File: src/rtl/mips_core_pkg.sv
// -----------------------------------------------------------------------------
// mips_core_pkg
// Shared definitions for the MIPS core runahead controller:
//   - ra_state_e : runahead controller FSM states (IDLE, WAIT, RUNAHEAD, EXIT)
//   - RA_*_DEF   : default values for the runahead_ctrl / runahead_inv_file
//                  parameters, so the defaults are defined in a single place.
// -----------------------------------------------------------------------------
package mips_core_pkg;

  typedef enum logic [1:0] {
    IDLE     = 2'd0,
    WAIT     = 2'd1,
    RUNAHEAD = 2'd2,
    EXIT     = 2'd3
  } ra_state_e;

  localparam int RA_ADDR_WIDTH_DEF      = 26;
  localparam int RA_REG_ADDR_WIDTH_DEF  = 5;
  localparam int RA_ENTRY_THRESHOLD_DEF = 4;
  localparam int RA_MAX_RA_CYCLES_DEF   = 256;
  localparam int RA_STAT_W              = 32;

endpackage

File: src/rtl/runahead_inv_file.sv
// -----------------------------------------------------------------------------
// runahead_inv_file
// One INV bit per architectural register, tracking which registers hold
// bogus (miss-dependent) values while the core is in runahead.
//
// Ports:
//   clk, rst_n        clock, asynchronous active-low reset (clears all bits)
//   i_clear           clear every bit (runahead exit)
//   i_set_en/addr     mark the stalled load's destination invalid (entry)
//   i_wb_en/addr/inv  WB-stage write: INV[addr] <= inv
//   i_rd_en           read enable; reads return 0 when low
//   i_rs_addr/rt_addr DEC-stage source registers to look up
//   o_rs_inv/o_rt_inv source invalid flags, with same-cycle WB bypass
//
// Register 0 is hard-wired valid: it is never stored and never bypassed.
// -----------------------------------------------------------------------------
module runahead_inv_file
  import mips_core_pkg::*;
#(
  parameter int REG_ADDR_WIDTH = RA_REG_ADDR_WIDTH_DEF
) (
  input  logic                      clk,
  input  logic                      rst_n,
  input  logic                      i_clear,
  input  logic                      i_set_en,
  input  logic [REG_ADDR_WIDTH-1:0] i_set_addr,
  input  logic                      i_wb_en,
  input  logic [REG_ADDR_WIDTH-1:0] i_wb_addr,
  input  logic                      i_wb_inv,
  input  logic                      i_rd_en,
  input  logic [REG_ADDR_WIDTH-1:0] i_rs_addr,
  input  logic [REG_ADDR_WIDTH-1:0] i_rt_addr,
  output logic                      o_rs_inv,
  output logic                      o_rt_inv
);

  localparam int NREG = 1 << REG_ADDR_WIDTH;

  logic [NREG-1:0] inv_q;
  logic [NREG-1:0] inv_d;
  logic            rs_byp;
  logic            rt_byp;

  always_comb begin
    inv_d = inv_q;
    if (i_clear) begin
      inv_d = '0;
    end else begin
      if (i_set_en) inv_d[i_set_addr] = 1'b1;
      // WB is applied after the entry set so a same-cycle write wins
      if (i_wb_en)  inv_d[i_wb_addr]  = i_wb_inv;
    end
    inv_d[0] = 1'b0;
  end

  always_ff @(posedge clk or negedge rst_n) begin
    if (!rst_n) inv_q <= '0;
    else        inv_q <= inv_d;
  end

  // A WB write to the register being read this cycle is forwarded so the
  // decode stage never sees a stale INV bit.
  assign rs_byp = i_wb_en && (i_wb_addr == i_rs_addr);
  assign rt_byp = i_wb_en && (i_wb_addr == i_rt_addr);

  assign o_rs_inv = i_rd_en && (i_rs_addr != '0) &&
                    (rs_byp ? i_wb_inv : inv_q[i_rs_addr]);
  assign o_rt_inv = i_rd_en && (i_rt_addr != '0) &&
                    (rt_byp ? i_wb_inv : inv_q[i_rt_addr]);

endmodule

File: src/rtl/runahead_ctrl.sv
// -----------------------------------------------------------------------------
// runahead_ctrl
// Runahead execution controller. When a MEM-stage load stays blocked on a
// d-cache miss for ENTRY_THRESHOLD consecutive cycles, the core checkpoints
// the load PC and enters runahead; it leaves when the miss resolves or the
// MAX_RA_CYCLES budget runs out, flushing and redirecting to the checkpoint.
//
// Ports:
//   clk, rst_n                      clock, asynchronous active-low reset
//   i_miss_valid/pc/rw_addr         stalled load, its PC and destination reg
//   i_miss_resolved                 blocking refill complete (pulse)
//   i_wb_uses_rw/rw_addr/inv        WB-stage write and its invalid flag
//   i_rs_addr/i_rt_addr             DEC-stage sources
//   o_rs_inv/o_rt_inv               source marked invalid (runahead only)
//   o_runahead_mode                 high in RUNAHEAD and EXIT
//   o_enter                         one-cycle pulse, first runahead cycle
//   o_flush/o_load_pc_valid/o_load_pc  exit flush and redirect (EXIT cycle)
//   o_checkpoint_pc                 registered checkpoint PC
//   o_entry_count/o_ra_cycle_count  statistics, only with RUNAHEAD_STATS_EN
//
// Configuration macro: RUNAHEAD_STATS_EN adds the two saturating 32-bit
// statistics counters and their output ports.
//
// Stall counting: the counter value seen with the "+1" applied is the number
// of consecutive miss cycles including the current one, so entry is decided
// on the ENTRY_THRESHOLD-th miss cycle. Runahead cycles are counted the same
// way; the cycle that reaches MAX_RA_CYCLES moves to EXIT on the next edge.
// -----------------------------------------------------------------------------
module runahead_ctrl
  import mips_core_pkg::*;
#(
  parameter int ADDR_WIDTH      = RA_ADDR_WIDTH_DEF,
  parameter int REG_ADDR_WIDTH  = RA_REG_ADDR_WIDTH_DEF,
  parameter int ENTRY_THRESHOLD = RA_ENTRY_THRESHOLD_DEF,
  parameter int MAX_RA_CYCLES   = RA_MAX_RA_CYCLES_DEF
) (
  input  logic                      clk,
  input  logic                      rst_n,
  input  logic                      i_miss_valid,
  input  logic [ADDR_WIDTH-1:0]     i_miss_pc,
  input  logic [REG_ADDR_WIDTH-1:0] i_miss_rw_addr,
  input  logic                      i_miss_resolved,
  input  logic                      i_wb_uses_rw,
  input  logic [REG_ADDR_WIDTH-1:0] i_wb_rw_addr,
  input  logic                      i_wb_inv,
  input  logic [REG_ADDR_WIDTH-1:0] i_rs_addr,
  input  logic [REG_ADDR_WIDTH-1:0] i_rt_addr,
  output logic                      o_rs_inv,
  output logic                      o_rt_inv,
  output logic                      o_runahead_mode,
  output logic                      o_enter,
  output logic                      o_flush,
  output logic                      o_load_pc_valid,
  output logic [ADDR_WIDTH-1:0]     o_load_pc,
`ifdef RUNAHEAD_STATS_EN
  output logic [RA_STAT_W-1:0]      o_entry_count,
  output logic [RA_STAT_W-1:0]      o_ra_cycle_count,
`endif
  output logic [ADDR_WIDTH-1:0]     o_checkpoint_pc
);

  localparam int STALL_W = $clog2(ENTRY_THRESHOLD + 1);
  localparam int RA_W    = $clog2(MAX_RA_CYCLES + 1);

  localparam logic [STALL_W-1:0] STALL_THR = STALL_W'(ENTRY_THRESHOLD);
  localparam logic [RA_W-1:0]    RA_MAX    = RA_W'(MAX_RA_CYCLES);

  ra_state_e             state_q, state_d;
  logic [STALL_W-1:0]    stall_cnt_q, stall_cnt_d;
  logic [RA_W-1:0]       ra_cnt_q, ra_cnt_d;
  logic [ADDR_WIDTH-1:0] ckpt_q, ckpt_d;
  logic                  enter_q, enter_d;

  logic [STALL_W-1:0]    stall_inc;
  logic [RA_W-1:0]       ra_inc;
  logic                  entry_fire;
  logic                  inv_clear;
  logic                  in_ra;

  // Saturating increments; they can never wrap back to zero.
  assign stall_inc = (stall_cnt_q == '1) ? stall_cnt_q : stall_cnt_q + STALL_W'(1);
  assign ra_inc    = (ra_cnt_q == '1)    ? ra_cnt_q    : ra_cnt_q + RA_W'(1);

  assign in_ra = (state_q == RUNAHEAD);

  // ---------------------------------------------------------------------------
  // Next-state logic
  // ---------------------------------------------------------------------------
  always_comb begin
    state_d     = state_q;
    stall_cnt_d = stall_cnt_q;
    ra_cnt_d    = ra_cnt_q;
    ckpt_d      = ckpt_q;
    enter_d     = 1'b0;
    entry_fire  = 1'b0;
    inv_clear   = 1'b0;

    unique case (state_q)
      IDLE: begin
        if (i_miss_valid && !i_miss_resolved) begin
          // stall_cnt_q is 0 here, so stall_inc is 1: this is miss cycle 1
          if (stall_inc == STALL_THR) begin
            entry_fire = 1'b1;
          end else begin
            state_d     = WAIT;
            stall_cnt_d = stall_inc;
          end
        end
      end

      WAIT: begin
        // A resolve arriving on the threshold cycle cancels the entry
        if (!i_miss_valid || i_miss_resolved) begin
          state_d     = IDLE;
          stall_cnt_d = '0;
        end else if (stall_inc == STALL_THR) begin
          entry_fire = 1'b1;
        end else begin
          stall_cnt_d = stall_inc;
        end
      end

      RUNAHEAD: begin
        // Further misses are deliberately ignored: runahead never nests
        ra_cnt_d = ra_inc;
        if (i_miss_resolved || (ra_inc == RA_MAX)) begin
          state_d = EXIT;
        end
      end

      EXIT: begin
        state_d   = IDLE;
        ra_cnt_d  = '0;
        inv_clear = 1'b1;
      end

      default: begin
        state_d = IDLE;
      end
    endcase

    if (entry_fire) begin
      state_d     = RUNAHEAD;
      stall_cnt_d = '0;
      ra_cnt_d    = '0;
      ckpt_d      = i_miss_pc;
      enter_d     = 1'b1;
    end
  end

  // ---------------------------------------------------------------------------
  // State registers
  // ---------------------------------------------------------------------------
  always_ff @(posedge clk or negedge rst_n) begin
    if (!rst_n) begin
      state_q     <= IDLE;
      stall_cnt_q <= '0;
      ra_cnt_q    <= '0;
      ckpt_q      <= '0;
      enter_q     <= 1'b0;
    end else begin
      state_q     <= state_d;
      stall_cnt_q <= stall_cnt_d;
      ra_cnt_q    <= ra_cnt_d;
      ckpt_q      <= ckpt_d;
      enter_q     <= enter_d;
    end
  end

  // Outputs decode straight from registered state, so an asynchronous reset
  // drops them immediately and no redirect can escape.
  assign o_runahead_mode = (state_q == RUNAHEAD) || (state_q == EXIT);
  assign o_enter         = enter_q;
  assign o_flush         = (state_q == EXIT);
  assign o_load_pc_valid = (state_q == EXIT);
  assign o_load_pc       = (state_q == EXIT) ? ckpt_q : '0;
  assign o_checkpoint_pc = ckpt_q;

  // ---------------------------------------------------------------------------
  // INV bit file
  // ---------------------------------------------------------------------------
  runahead_inv_file #(
    .REG_ADDR_WIDTH (REG_ADDR_WIDTH)
  ) u_inv_file (
    .clk        (clk),
    .rst_n      (rst_n),
    .i_clear    (inv_clear),
    .i_set_en   (entry_fire),
    .i_set_addr (i_miss_rw_addr),
    .i_wb_en    (i_wb_uses_rw && in_ra),
    .i_wb_addr  (i_wb_rw_addr),
    .i_wb_inv   (i_wb_inv),
    .i_rd_en    (in_ra),
    .i_rs_addr  (i_rs_addr),
    .i_rt_addr  (i_rt_addr),
    .o_rs_inv   (o_rs_inv),
    .o_rt_inv   (o_rt_inv)
  );

`ifdef RUNAHEAD_STATS_EN
  // ---------------------------------------------------------------------------
  // Statistics counters
  // ---------------------------------------------------------------------------
  logic [RA_STAT_W-1:0] entry_count_q, entry_count_d;
  logic [RA_STAT_W-1:0] ra_cycle_count_q, ra_cycle_count_d;

  function automatic logic [RA_STAT_W-1:0] sat_inc(input logic [RA_STAT_W-1:0] v);
    return (v == '1) ? v : v + RA_STAT_W'(1);
  endfunction

  always_comb begin
    entry_count_d    = entry_count_q;
    ra_cycle_count_d = ra_cycle_count_q;
    if (entry_fire)      entry_count_d    = sat_inc(entry_count_q);
    if (o_runahead_mode) ra_cycle_count_d = sat_inc(ra_cycle_count_q);
  end

  always_ff @(posedge clk or negedge rst_n) begin
    if (!rst_n) begin
      entry_count_q    <= '0;
      ra_cycle_count_q <= '0;
    end else begin
      entry_count_q    <= entry_count_d;
      ra_cycle_count_q <= ra_cycle_count_d;
    end
  end

  assign o_entry_count    = entry_count_q;
  assign o_ra_cycle_count = ra_cycle_count_q;
`endif

endmodule

File: config.mk
export PLATFORM = sky130hd
export DESIGN_NAME = runahead_ctrl
export DESIGN_NICKNAME = d
export VERILOG_FILES = /design/src/rtl/mips_core_pkg.sv /design/src/rtl/runahead_inv_file.sv /design/src/rtl/runahead_ctrl.sv
export SDC_FILE = /design/constraint.sdc
export NUM_CORES = 1
export LEC_CHECK = 0
export ABC_AREA = 0
export CELL_PAD_IN_SITES_DETAIL_PLACEMENT = 1
export CELL_PAD_IN_SITES_GLOBAL_PLACEMENT = 2
export CORE_ASPECT_RATIO = 1.25
export CORE_MARGIN = 3
export CORE_UTILIZATION = 32
export CTS_BUF_LIST = sky130_fd_sc_hd__clkbuf_8
export DETAILED_ROUTE_END_ITERATION = 8
export PLACE_DENSITY = 0.87
export RECOVER_POWER = 50
export SLEW_MARGIN = 15
export SYNTH_ARGS = -nofsm -noshare
export SYNTH_HDL_FRONTEND = slang
export SYNTH_HIERARCHICAL = 1
export SYNTH_SLANG_ARGS = --single-unit
File: constraint.sdc
create_clock -name clk -period 3.4 [get_ports clk]
set_clock_uncertainty 0.05 [all_clocks]
set_input_delay 0.34 -clock clk [delete_from_list [all_inputs] [get_ports clk]]
set_output_delay 0.34 -clock clk [all_outputs]
set_load 0.01 [all_outputs]
==> impl_metrics.py <==
metrics = {
    "run_status": {
        "status": "finished, final reports clean",
    },
    "global_routing": {
        "grt_pass1_wl_um": 25300,
        "antenna_found_initial": 1,
        "grt_overflow": 0,
        "groute.usage.overall": 0.194,
        "grt_pass1_vias": 4863,
        "grt_max_degree": 34,
    },
    "drt": {
        "firstDrtPassIters": 4,
        "ant_nets": 0,
        "avgRoutedWirePerCell_um": 20.5,
        "vias_per_cell": 5.81,
        "drt-total-wl_um": 15400,
        "drtIter0Drc": 203,
        "vias": 4355,
        "drc": 0,
    },
    "final_layout": {
        "drive_above_1_share": 0.129,
        "final_cells": 750,
        "final_net_count": 624,
        "layout_commonest_cell": "clkdlybuf4s50_1",
        "fill_cells": 1626,
        "syn_to_final_growth_pct": 28.3,
        "layout_common_cells": "clkdlybuf4s50_1, dfrtp_1, nor2_1",
        "diodes": 0,
    },
    "power": {
        "leakage_uw": 0.00254,
        "power_density_nw_per_um2": 528,
        "irDropWorstVdd_uv": 350,
    },
    "timing": {
        "setup_ws_ns": 0.253,
        "rsz0062_at_grt": "no",
        "fmax_mhz": 318,
        "post-route-period-util": 0.926,
        "slew_headroom": 0.106,
        "worstMarginPinSlew_ns": 1.34,
        "period_needed_ns": 3.15,
        "drv_slew": 0,
        "hold_viol": 0,
        "setup_tns_ns": 0,
        "setup_viol": 0,
        "holdWs_ns": 0.480,
    },
    "logic_synthesis": {
        "synth.distinct_cells": 65,
        "synthCells": 478,
        "synth_edf_count": 0,
        "async_flop_share": 1.00,
        "synthFlopType": "dfrtp_1",
        "yosysSeqAreaShare": 0.380,
        "syn-num-nets": 534,
        "netlist_area_um2": 4740,
        "ys_seq_elements": 72,
        "yosysWarnings": 6,
        "syn_avg_cell_area_um2": 9.91,
    },
    "die": {
        "start_util": 0.327,
        "row_count": 49,
        "boundaryPins": 110,
        "die_y_um": 142,
        "coreArea_um2": 14500,
        "die_area_um2": 16300,
        "die_w_um": 115,
    },
    "critical_path": {
        "crit_fanout": 6,
        "cp-end-kind": "output pin",
        "crit_required_ns": 3.01,
        "cp.arrival_ns": 2.76,
        "startpoint_type": "register",
        "r2r-start": "stall_cnt_q[0]",
        "criticalPathCategory": "reg2out",
        "r2r.worst_path.cells": 9,
        "rrSetupSlack_ns": 0.47,
        "r2r_end": "u_inv_file/inv_q[28]",
    },
    "cts": {
        "clk_latency_ns": 0.36,
        "cts_root_buf": "clkbuf_8",
        "htree_levels": 3,
        "cts_tree": "yes",
        "clock_path_buffers": 2,
        "path_clk_slew_ns": 0.08,
        "clock-sinks": 72,
        "cts_inserted_buffers": 9,
    },
    "placement": {
        "dpl_worst_slack_ns": 0.193,
        "dp.cells": 734,
        "place_congestion": 0.845,
        "port_buffers": 109,
        "dpl.hpwl_um": 11300,
    },
    "worst_hold_path": {
        "min-delay-start": "o_checkpoint_pc[9]",
        "hold_depth": 1,
        "hold_end": "o_checkpoint_pc[9]",
        "holdCritPathClass": "reg2reg",
    },
    "flow_run": {
        "drv_cap": 0,
    },
}
-- area by class of cell --
class	instances	area, µm²	share of cell area
clock inverters	5	56.3	0.00926
repair buffers	124	1200	0.197
well taps	178	223	0.0366
inverters	13	48.8	0.00803
multi-input cells	348	2620	0.430
flip-flops and latches	72	1800	0.296
clock buffers	10	138	0.0226
-- kinds of logic after synthesis --
| group | Yosys count | synth area share |
|---|---|---|
| simple gates | 187 | 0.219 |
| mux | 48 | 0.158 |
| flops | 72 | 0.380 |
| buf+inv | 58 | 0.0676 |
| compound gates | 98 | 0.145 |
| fa+ha+maj | 4 | 0.0106 |
| xor+xnor | 11 | 0.0203 |
-- state kept, by name, summed over array words and instances, names as in the netlist --
register	cells
stall_cnt_q	3
o_enter	1
u_inv_file/inv_q	31
state_q	2
o_checkpoint_pc	26
ra_cnt_q	9
-- layer usage --
layer  part of all wire  GRT usage  wire length [µm]
met1               0.40      0.226              6130
met2               0.53      0.345              8110
met3              0.059     0.0472               902
met4              0.016     0.0680               252
met5                  0          0                 0
-- critical path, stage by stage (launching register included) --
cell and delay, ns:
dfrtp_1 0.38, nand2b_1 0.15, inv_1 0.20, and2_1 0.31
nand4_1 0.13, nor3_1 0.32, nand2_1 0.09, a211oi_1 0.23
clkdlybuf4s50_1 0.57
-- worst max path at each step --
stage	from	end	slack, ns	cells past startpoint
finish	state_q[0]	o_rt_inv	0.25	8
global route	state_q[0]	o_rt_inv	0.02	8
CTS	i_rs_addr[1]	o_rs_inv	0.15	8
detailed placement	i_rs_addr[1]	o_rs_inv	0.19	8
global placement	i_rs_addr[1]	o_rs_inv	0.22	7
floorplan	stall_cnt_q[0]	u_inv_file/inv_q[28]	0.79	12
-- timing repair --
action / in CTS / in global routing
hold buffers: 1 / 0
setup buffers: 0 / 0
hold endpoints to repair: 21 / 0
setup endpoints to repair: 0 / 1
resized for setup: 0 / 1
-- power breakdown --
group	internal [µW]	switching [µW]
clock	355	343
combinational	642	536
sequential	1100	236
-- synthesized netlist by cell type, drive strengths merged (5+ instances only) --
cell type / n / area share
nor3b: 5 / 0.010
clkbuf: 30 / 0.027
mux2: 27 / 0.078
nor2: 45 / 0.036
or3b: 5 / 0.0092
xor2: 5 / 0.0092
and3: 27 / 0.036
nor3: 38 / 0.040
nand3: 11 / 0.012
o21ai: 14 / 0.016
o32ai: 15 / 0.028
mux2i: 9 / 0.019
nand2: 18 / 0.014
mux4: 12 / 0.060
or3: 5 / 0.0066
xnor2: 6 / 0.011
dfrtp: 72 / 0.38
a21oi: 8 / 0.0092
buf: 14 / 0.029
inv: 13 / 0.010
nand3b: 10 / 0.016
o22ai: 33 / 0.044
-- stage by stage --
step	util	power [µW]	cell area, µm²
after floorplan	-	1980	4740
after global placement	0.407	2550	5890
after detailed placement	0.407	2600	5890
after CTS	0.421	3320	6090
after global routing	0.420	3420	6080
final	0.420	3210	6080
No activity file was read; power rests on OpenSTA's default activity.
